--- config.mk ---
export PLATFORM = sky130hd
export DESIGN_NAME = stopwatch_ctrl
export DESIGN_NICKNAME = d
export VERILOG_FILES = /design/src/rtl/stopwatch_pkg.sv /design/src/rtl/stopwatch_ctrl_bcd_digit.sv /design/src/rtl/stopwatch_ctrl.sv
export SDC_FILE = /design/constraint.sdc
export NUM_CORES = 1
export LEC_CHECK = 0
export ABC_AREA = 0
export CORE_MARGIN = 2
export CORE_UTILIZATION = 54
export CTS_CLUSTER_DIAMETER = 150
export DETAILED_ROUTE_END_ITERATION = 8
export GPL_ROUTABILITY_DRIVEN = 1
export GPL_TIMING_DRIVEN = 1
export PLACE_DENSITY = 0.85
export SKIP_LAST_GASP = 1
export SYNTH_ARGS = -nofsm -noshare
export SYNTH_HDL_FRONTEND = slang
export SYNTH_SLANG_ARGS = --single-unit
--- constraint.sdc ---
create_clock -name clk -period 2.5 [get_ports clk]
set_input_delay 0.75 -clock clk [delete_from_list [all_inputs] [get_ports clk]]
set_output_delay 0.75 -clock clk [all_outputs]
set_load 0.03 [all_outputs]
--- src/rtl/stopwatch_pkg.sv ---
// stopwatch_pkg: shared types and constants for the stopwatch controller.
//   - sw_state_e : FSM state encoding (IDLE=0, RUN=1, PAUSE=2, LAP=3)
//   - SEG_*      : active-low 7-segment codes, bit order gfedcba
//   - AN_*       : active-low anode patterns, bit0 is the rightmost digit
//   - seg_encode / an_select : decode helpers used by the display path
package stopwatch_pkg;

  typedef enum logic [1:0] {
    IDLE  = 2'd0,
    RUN   = 2'd1,
    PAUSE = 2'd2,
    LAP   = 2'd3
  } sw_state_e;

  localparam logic [6:0] SEG_0     = 7'b1000000;
  localparam logic [6:0] SEG_1     = 7'b1111001;
  localparam logic [6:0] SEG_2     = 7'b0100100;
  localparam logic [6:0] SEG_3     = 7'b0110000;
  localparam logic [6:0] SEG_4     = 7'b0011001;
  localparam logic [6:0] SEG_5     = 7'b0010010;
  localparam logic [6:0] SEG_6     = 7'b0000010;
  localparam logic [6:0] SEG_7     = 7'b1111000;
  localparam logic [6:0] SEG_8     = 7'b0000000;
  localparam logic [6:0] SEG_9     = 7'b0010000;
  localparam logic [6:0] SEG_BLANK = 7'b1111111;

  localparam logic [3:0] AN_0   = 4'b1110;
  localparam logic [3:0] AN_1   = 4'b1101;
  localparam logic [3:0] AN_2   = 4'b1011;
  localparam logic [3:0] AN_3   = 4'b0111;
  localparam logic [3:0] AN_OFF = 4'b1111;

  // Non-BCD values fall back to the "0" glyph.
  function automatic logic [6:0] seg_encode(input logic [3:0] value);
    logic [6:0] seg;
    case (value)
      4'd0:    seg = SEG_0;
      4'd1:    seg = SEG_1;
      4'd2:    seg = SEG_2;
      4'd3:    seg = SEG_3;
      4'd4:    seg = SEG_4;
      4'd5:    seg = SEG_5;
      4'd6:    seg = SEG_6;
      4'd7:    seg = SEG_7;
      4'd8:    seg = SEG_8;
      4'd9:    seg = SEG_9;
      default: seg = SEG_0;
    endcase
    return seg;
  endfunction

  function automatic logic [3:0] an_select(input logic [1:0] idx);
    logic [3:0] an;
    case (idx)
      2'd0:    an = AN_0;
      2'd1:    an = AN_1;
      2'd2:    an = AN_2;
      2'd3:    an = AN_3;
      default: an = AN_OFF;
    endcase
    return an;
  endfunction

endpackage

--- src/rtl/stopwatch_ctrl_bcd_digit.sv ---
// sw_bcd_digit: one BCD digit (0..9) with clock enable and synchronous clear.
//   clk, rst : clock and synchronous active-high reset
//   clr      : synchronous clear, takes priority over en
//   en       : advance by one (9 wraps to 0)
//   digit    : current value
//   tc       : terminal count, high while digit == 9 (feeds the next stage)
module sw_bcd_digit (
  input  logic       clk,
  input  logic       rst,
  input  logic       clr,
  input  logic       en,
  output logic [3:0] digit,
  output logic       tc
);

  logic [3:0] digit_q;
  logic [3:0] digit_d;

  // Next-value logic: clear wins, otherwise count with 9 -> 0 wrap.
  always_comb begin
    digit_d = digit_q;
    if (clr) begin
      digit_d = 4'd0;
    end else if (en) begin
      digit_d = (digit_q == 4'd9) ? 4'd0 : (digit_q + 4'd1);
    end else begin
      digit_d = digit_q;
    end
  end

  // Digit register.
  always_ff @(posedge clk) begin
    if (rst) begin
      digit_q <= 4'd0;
    end else begin
      digit_q <= digit_d;
    end
  end

  assign digit = digit_q;
  assign tc    = (digit_q == 4'd9);

endmodule

--- src/rtl/stopwatch_ctrl.sv ---
// stopwatch_ctrl: 4-digit 0.01 s stopwatch with multiplexed 7-segment output.
//   clk, rst  : single clock, synchronous active-high reset
//   btn_ss    : start/stop level    btn_lap : lap level    btn_clr : clear level
//   D0_SEG    : active-low segments gfedcba
//   D0_AN     : active-low anodes, bit0 rightmost
//   D0_DP     : active-low decimal point (lit between seconds and hundredths)
//   state     : FSM state for LEDs    ovf : sticky 99.99 -> 00.00 wrap flag
// Build option: define STOPWATCH_LZB_EN to blank the leftmost digit when it is 0.
// All registers run on clk; the count and scan rates come from enable prescalers.
module stopwatch_ctrl
  import stopwatch_pkg::*;
#(
  parameter int TICK_DIV = 1000000,
  parameter int SCAN_DIV = 100000
) (
  input  logic       clk,
  input  logic       rst,
  input  logic       btn_ss,
  input  logic       btn_lap,
  input  logic       btn_clr,
  output logic [6:0] D0_SEG,
  output logic [3:0] D0_AN,
  output logic       D0_DP,
  output logic [1:0] state,
  output logic       ovf
);

  localparam int TW = (TICK_DIV > 1) ? $clog2(TICK_DIV) : 1;
  localparam int SW = (SCAN_DIV > 1) ? $clog2(SCAN_DIV) : 1;
  localparam logic [TW-1:0] TICK_LAST = TW'(TICK_DIV - 1);
  localparam logic [SW-1:0] SCAN_LAST = SW'(SCAN_DIV - 1);

  // Button vectors are ordered {clr, ss, lap}, matching press priority.
  logic [2:0]    btn_prev_q, btn_prev_d, press_s;
  sw_state_e     state_q, state_d;
  logic          clear_s, capture_s, counting_s, tick_s;
  logic [TW-1:0] tick_cnt_q, tick_cnt_d;
  logic [SW-1:0] scan_cnt_q, scan_cnt_d;
  logic [1:0]    scan_idx_q, scan_idx_d;
  logic [15:0]   lap_q, lap_d, count_s, disp_s;
  logic          ovf_q, ovf_d;
  logic [3:0]    tc_s, digit_s;
  logic [3:0]    an_q, an_d;
  logic [6:0]    seg_q, seg_d;
  logic          dp_q, dp_d;

  assign btn_prev_d = {btn_clr, btn_ss, btn_lap};
  assign press_s    = btn_prev_d & ~btn_prev_q;

  // Next-state decode; clear paths also zero count, lap, ovf and tick prescaler.
  always_comb begin
    state_d   = state_q;
    clear_s   = 1'b0;
    capture_s = 1'b0;
    if (press_s[2]) begin
      state_d = IDLE;
      clear_s = 1'b1;
    end else if (press_s[1]) begin
      case (state_q)
        IDLE:    state_d = RUN;
        RUN:     state_d = PAUSE;
        PAUSE:   state_d = RUN;
        LAP:     state_d = PAUSE;
        default: state_d = IDLE;
      endcase
    end else if (press_s[0]) begin
      case (state_q)
        RUN: begin
          state_d   = LAP;
          capture_s = 1'b1;
        end
        LAP:     state_d = RUN;
        PAUSE: begin
          state_d = IDLE;
          clear_s = 1'b1;
        end
        IDLE:    state_d = IDLE;
        default: state_d = IDLE;
      endcase
    end else begin
      state_d = state_q;
    end
  end

  // Tick prescaler: runs in RUN/LAP, holds in PAUSE, zero in IDLE.
  // Enables use state_q so a tick coinciding with a stop press still counts.
  assign counting_s = (state_q == RUN) || (state_q == LAP);
  assign tick_s     = counting_s && (tick_cnt_q == TICK_LAST);

  always_comb begin
    tick_cnt_d = tick_cnt_q;
    if (clear_s || (state_q == IDLE)) begin
      tick_cnt_d = '0;
    end else if (tick_s) begin
      tick_cnt_d = '0;
    end else if (counting_s) begin
      tick_cnt_d = tick_cnt_q + TW'(1);
    end else begin
      tick_cnt_d = tick_cnt_q;
    end
  end

  // Four-digit cascade: a digit advances when every lower digit is at 9.
  sw_bcd_digit u_d0 (.clk(clk), .rst(rst), .clr(clear_s), .en(tick_s),
                     .digit(count_s[3:0]),   .tc(tc_s[0]));
  sw_bcd_digit u_d1 (.clk(clk), .rst(rst), .clr(clear_s), .en(tick_s & tc_s[0]),
                     .digit(count_s[7:4]),   .tc(tc_s[1]));
  sw_bcd_digit u_d2 (.clk(clk), .rst(rst), .clr(clear_s), .en(tick_s & (&tc_s[1:0])),
                     .digit(count_s[11:8]),  .tc(tc_s[2]));
  sw_bcd_digit u_d3 (.clk(clk), .rst(rst), .clr(clear_s), .en(tick_s & (&tc_s[2:0])),
                     .digit(count_s[15:12]), .tc(tc_s[3]));

  // Lap capture takes the registered (pre-increment) count; ovf is sticky.
  always_comb begin
    lap_d = lap_q;
    ovf_d = ovf_q;
    if (clear_s) begin
      lap_d = 16'h0000;
      ovf_d = 1'b0;
    end else begin
      lap_d = capture_s ? count_s : lap_q;
      ovf_d = ovf_q | (tick_s & (&tc_s));
    end
  end

  // Scan prescaler and digit index, free-running in every state.
  always_comb begin
    scan_cnt_d = scan_cnt_q;
    scan_idx_d = scan_idx_q;
    if (scan_cnt_q == SCAN_LAST) begin
      scan_cnt_d = '0;
      scan_idx_d = scan_idx_q + 2'd1;
    end else begin
      scan_cnt_d = scan_cnt_q + SW'(1);
      scan_idx_d = scan_idx_q;
    end
  end

  // Display source selection and per-digit segment/anode/DP decode.
  assign disp_s = (state_q == LAP) ? lap_q : count_s;

  always_comb begin
    case (scan_idx_q)
      2'd0:    digit_s = disp_s[3:0];
      2'd1:    digit_s = disp_s[7:4];
      2'd2:    digit_s = disp_s[11:8];
      2'd3:    digit_s = disp_s[15:12];
      default: digit_s = 4'd0;
    endcase
    an_d  = an_select(scan_idx_q);
    dp_d  = (scan_idx_q == 2'd2) ? 1'b0 : 1'b1;
    seg_d = seg_encode(digit_s);
`ifdef STOPWATCH_LZB_EN
    if ((scan_idx_q == 2'd3) && (digit_s == 4'd0)) begin
      seg_d = SEG_BLANK;
    end else begin
      seg_d = seg_encode(digit_s);
    end
`else
    seg_d = seg_encode(digit_s);
`endif
  end

  // All controller state and registered display outputs.
  always_ff @(posedge clk) begin
    if (rst) begin
      btn_prev_q <= 3'b111;
      state_q    <= IDLE;
      tick_cnt_q <= '0;
      scan_cnt_q <= '0;
      scan_idx_q <= 2'd0;
      lap_q      <= 16'h0000;
      ovf_q      <= 1'b0;
      an_q       <= AN_OFF;
      seg_q      <= SEG_BLANK;
      dp_q       <= 1'b1;
    end else begin
      btn_prev_q <= btn_prev_d;
      state_q    <= state_d;
      tick_cnt_q <= tick_cnt_d;
      scan_cnt_q <= scan_cnt_d;
      scan_idx_q <= scan_idx_d;
      lap_q      <= lap_d;
      ovf_q      <= ovf_d;
      an_q       <= an_d;
      seg_q      <= seg_d;
      dp_q       <= dp_d;
    end
  end

  assign D0_SEG = seg_q;
  assign D0_AN  = an_q;
  assign D0_DP  = dp_q;
  assign state  = state_q;
  assign ovf    = ovf_q;

endmodule
==> summary.md <==
| Metric | Value |
|---|---|
| Status | `finished clean` |
| Die area | `8502 um2` |
| Lkg Pwr | `1.858 nW` |
| Root Driver | `clkbuf_8` |
| Pre-CTS WS | `0.04319 ns` |
| Die Y | `92.21 um` |
| Clk_skew | `0.009099 ns` |
| Global-route wire length before repair | `14470 um` |
| Fin. Hold Viols | `0` |
| Total track usage | `21.14%` |
| TNS Setup | `0 ns` |
| Vias | `3325` |
| Worst EP required | `1.75 ns` |
| Cell family contributing the most delay on the critical path | `buffers and inverters` |
| Pwr/cell area | `529.3 nW/um2` |
| Synth cell types | `57` |
| Core area | `7647 um2` |
| Sequential share of the synthesized area | `42.41%` |
| TritonCTS Buffers | `9` |
| EDFF count, synth | `0` |
| Vias in the first global route | `3226` |
| Final setup fails | `0` |
| Fill cell count | `626` |
| Slew Limit Fails | `0` |
| # diodes | `0` |
| CP Launch Type | `register` |
| IO Count | `20` |
| Nets@finish | `507` |
| Crit path max-delay cell type | `clkdlybuf4s50_1` |
| Max frequency | `0.4268 GHz` |
| Crit Path Class | `reg -> out` |
| Cell Area, Placed | `4538 um2` |
| WL final | `8289 um` |
| RSZ-0062 raised after global routing | `false` |
| Crit path cell chain | `clkdlybuf4s50_1` |
| Final worst slack | `0.1568 ns` |
| Syn Nets | `482` |
| Drt pass-1 iters | `5` |
| Global route overflow | `0` |
| FP Rows | `32` |
| Async set-reset flop share out of synthesis | `0%` |
| CTS Sinks | `89` |
| Final worst path period need | `2.343 ns` |
| Layout cell share with drive strength beyond 1 | `10.95%` |
| Peak VDD IR | `0.4512 mV` |
| Mean post-synth cell area | `9.055 um2` |
| Wire per inst | `13.93 um` |
| Fin Hold WS | `0.4755 ns` |
| Area Overhead vs Synth | `12.92%` |
| Largest net degree at the start of global routing | `22` |
| Routed Antenna Nets | `0` |
| Initial Util | `54.94%` |
| Crit. End Element | `output pin` |
| CTS tree | `done` |
| CP arrival | `1.59 ns` |
| DP Wirelength | `6042 um` |
| Reg clk slew, reported paths | `0.08 ns` |
| Via-per-instance ratio | `5.588` |
| Worst Path Max Fanout | `9` |
| Design area | `4745 um2` |
| Initial detailed-routing violation count | `231` |
| Fin crit share | `93.73%` |
| H-tree levels | `3` |
| Synth warn | `0` |
| Die W | `92.21 um` |
| Routability-driven placement congestion ratio | `0.8974` |
| Crit path buf inv count | `1` |
| Clock Path Buffers | `2` |
| # DRC | `0` |
| Total power | `0.002511 W` |
| Max_slew headroom | `64.48%` |
| Synth Cell Area | `4202 um2` |
| Number of port buffers | `19` |
| Max-cap violations | `0` |
| Critical Path Max Stage Delay | `0.73 ns` |
| Mapped Cells | `464` |
| Clk_lat worst skew | `0.35 ns` |
| Synth Register Bits | `89` |
| Tightest Pin Transition | `0.5287 ns` |
| Hold Path Class | `reg -> reg` |
| Top FF cell, synth | `dfxtp_1` |
| Initial antenna violation count | `0` |
[synth_stat cells, types with 2 or more instances]
master | count | area, um2
nor2b_1 | 9 | 56.30
a21oi_1 | 12 | 60.06
mux2_2 | 2 | 22.52
nand4bb_1 | 2 | 22.52
nor2_1 | 81 | 304.0
and2_1 | 3 | 18.77
mux2i_1 | 23 | 230.2
nand3_1 | 12 | 60.06
nor4_1 | 2 | 12.51
and3_1 | 10 | 62.56
nand4_1 | 16 | 100.1
or2_2 | 5 | 31.28
a22oi_1 | 5 | 37.54
ha_1 | 13 | 162.7
xnor2_1 | 23 | 201.4
nor4b_1 | 2 | 17.52
nand2b_1 | 8 | 50.05
o211ai_1 | 3 | 22.52
a222oi_1 | 5 | 50.05
dfxtp_1 | 89 | 1782
inv_1 | 17 | 63.81
clkbuf_1 | 15 | 56.30
o22ai_1 | 3 | 18.77
or3_1 | 4 | 25.02
and4_1 | 3 | 26.28
a21o_1 | 6 | 45.04
buf_2 | 3 | 15.01
nor3_1 | 9 | 45.04
nor3b_1 | 3 | 22.52
o21ai_0 | 7 | 35.03
nand2_1 | 25 | 93.84
xor2_1 | 18 | 157.7
clkdlybuf4s50_2 | 2 | 22.52
[worst paths after layout]
path,startpoint,to,slack [ns],cells past startpoint
worst max-delay path,state[1],state[1],0.16,1
worst min-delay path,scan_cnt_q[0],scan_cnt_q[0],0.48,1
worst max register to register,scan_idx_q[0],D0_SEG[5],0.17,10
worst min register to register,scan_cnt_q[0],scan_cnt_q[0],0.48,1
[cell families (layout without fill, tap and decap cells)]
| logic type | Yosys count | in the layout | synth area share (%) |
|---|---|---|---|
| and+or+nand+nor | 201 | 201 | 24.93 |
| adders and majority gates | 13 | 13 | 3.871 |
| muxes | 27 | 27 | 6.909 |
| xor gates and xnor gates | 41 | 41 | 8.547 |
| DFF | 89 | 89 | 42.41 |
| buffers and inverters | 40 | 69 | 4.288 |
| AOI/OAI and AO/OA | 53 | 53 | 9.053 |
[per-layer routing]
metal / track usage [%] / wire, um / vias up
met2: 36.46 / 4216 / 62
met5: 0 / 0 / -
met3: 6.409 / 316 / 16
met4: 6.841 / 152 / 0
met1: 25.14 / 3603 / 1599
li1: - / - / 1648
[final cells by class]
type	count	area [um2]	share of cell area (%)
clock inverters	4	53.80	1.134
inverters	17	63.81	1.345
well taps	102	127.6	2.690
clock buffers	11	141.4	2.980
flip-flops and latches	89	1784	37.61
repair buffers	37	325.3	6.857
multi-input cells	335	2248	47.39
[sequential cells by signal (all words and copies together) (netlist names)]
name / count
ovf: 1
D0_AN: 4
u_d3.digit: 4
u_d0.digit: 4
D0_DP: 1
btn_prev_q: 3
scan_idx_q: 2
state: 2
lap_q: 16
D0_SEG: 7
scan_cnt_q: 17
u_d2.digit: 4
tick_cnt_q: 20
u_d1.digit: 4
[where the power goes]
| group | switching (W) | leakage [nW] | total (W) | internal [W] |
|---|---|---|---|---|
| logic | 0.0000582 | 1.04 | 0.0000999 | 0.0000418 |
| registers | 0.00000825 | 0.722 | 0.00144 | 0.00143 |
| clock network | 0.000488 | 0.0916 | 0.000973 | 0.000486 |
[cells in the final DEF (no fill, tap or decap), types with 2 or more instances in the layout]
cell             synthesis  layout
a21o_1                   6       6
a21oi_1                 12      12
a222oi_1                 5       5
a22oi_1                  5       5
and2_1                   3       3
and3_1                  10      10
and4_1                   3       3
buf_4                    1      18
clkbuf_8                 0      10
clkdlybuf4s50_1          0      19
clkinvlp_4               0       2
dfxtp_1                 89      87
dfxtp_2                  0       2
ha_1                    13      12
inv_1                   17      17
mux2_2                   2       2
mux2i_1                 23      23
nand2_1                 25      25
nand2b_1                 8       8
nand3_1                 12      12
nand4_1                 16      16
nand4bb_1                2       2
nor2_1                  81      81
nor2b_1                  9       9
nor3_1                   9       9
nor3b_1                  3       3
nor4_1                   2       2
o211ai_1                 3       3
o21ai_0                  7       7
o22ai_1                  3       3
or2_2                    5       5
or3_1                    4       4
xnor2_1                 23      23
xor2_1                  18      18
[repair_timing]
item                                    4_1_cts  5_1_grt
resized for setup                             0        4
hold buffers                                  0        0
setup buffers                                 0        0
endpoints found under the setup margin        0        2
[metrics by stage]
step | util (%) | cells
2_1_floorplan | - | 464
3_3_place_gp | 59.34 | 580
3_5_place_dp | 59.34 | 580
4_1_cts | 61.89 | 595
5_1_grt | 62.04 | 595
6_report | 62.04 | 595
Note: power is estimated with default switching activity, not from simulation.
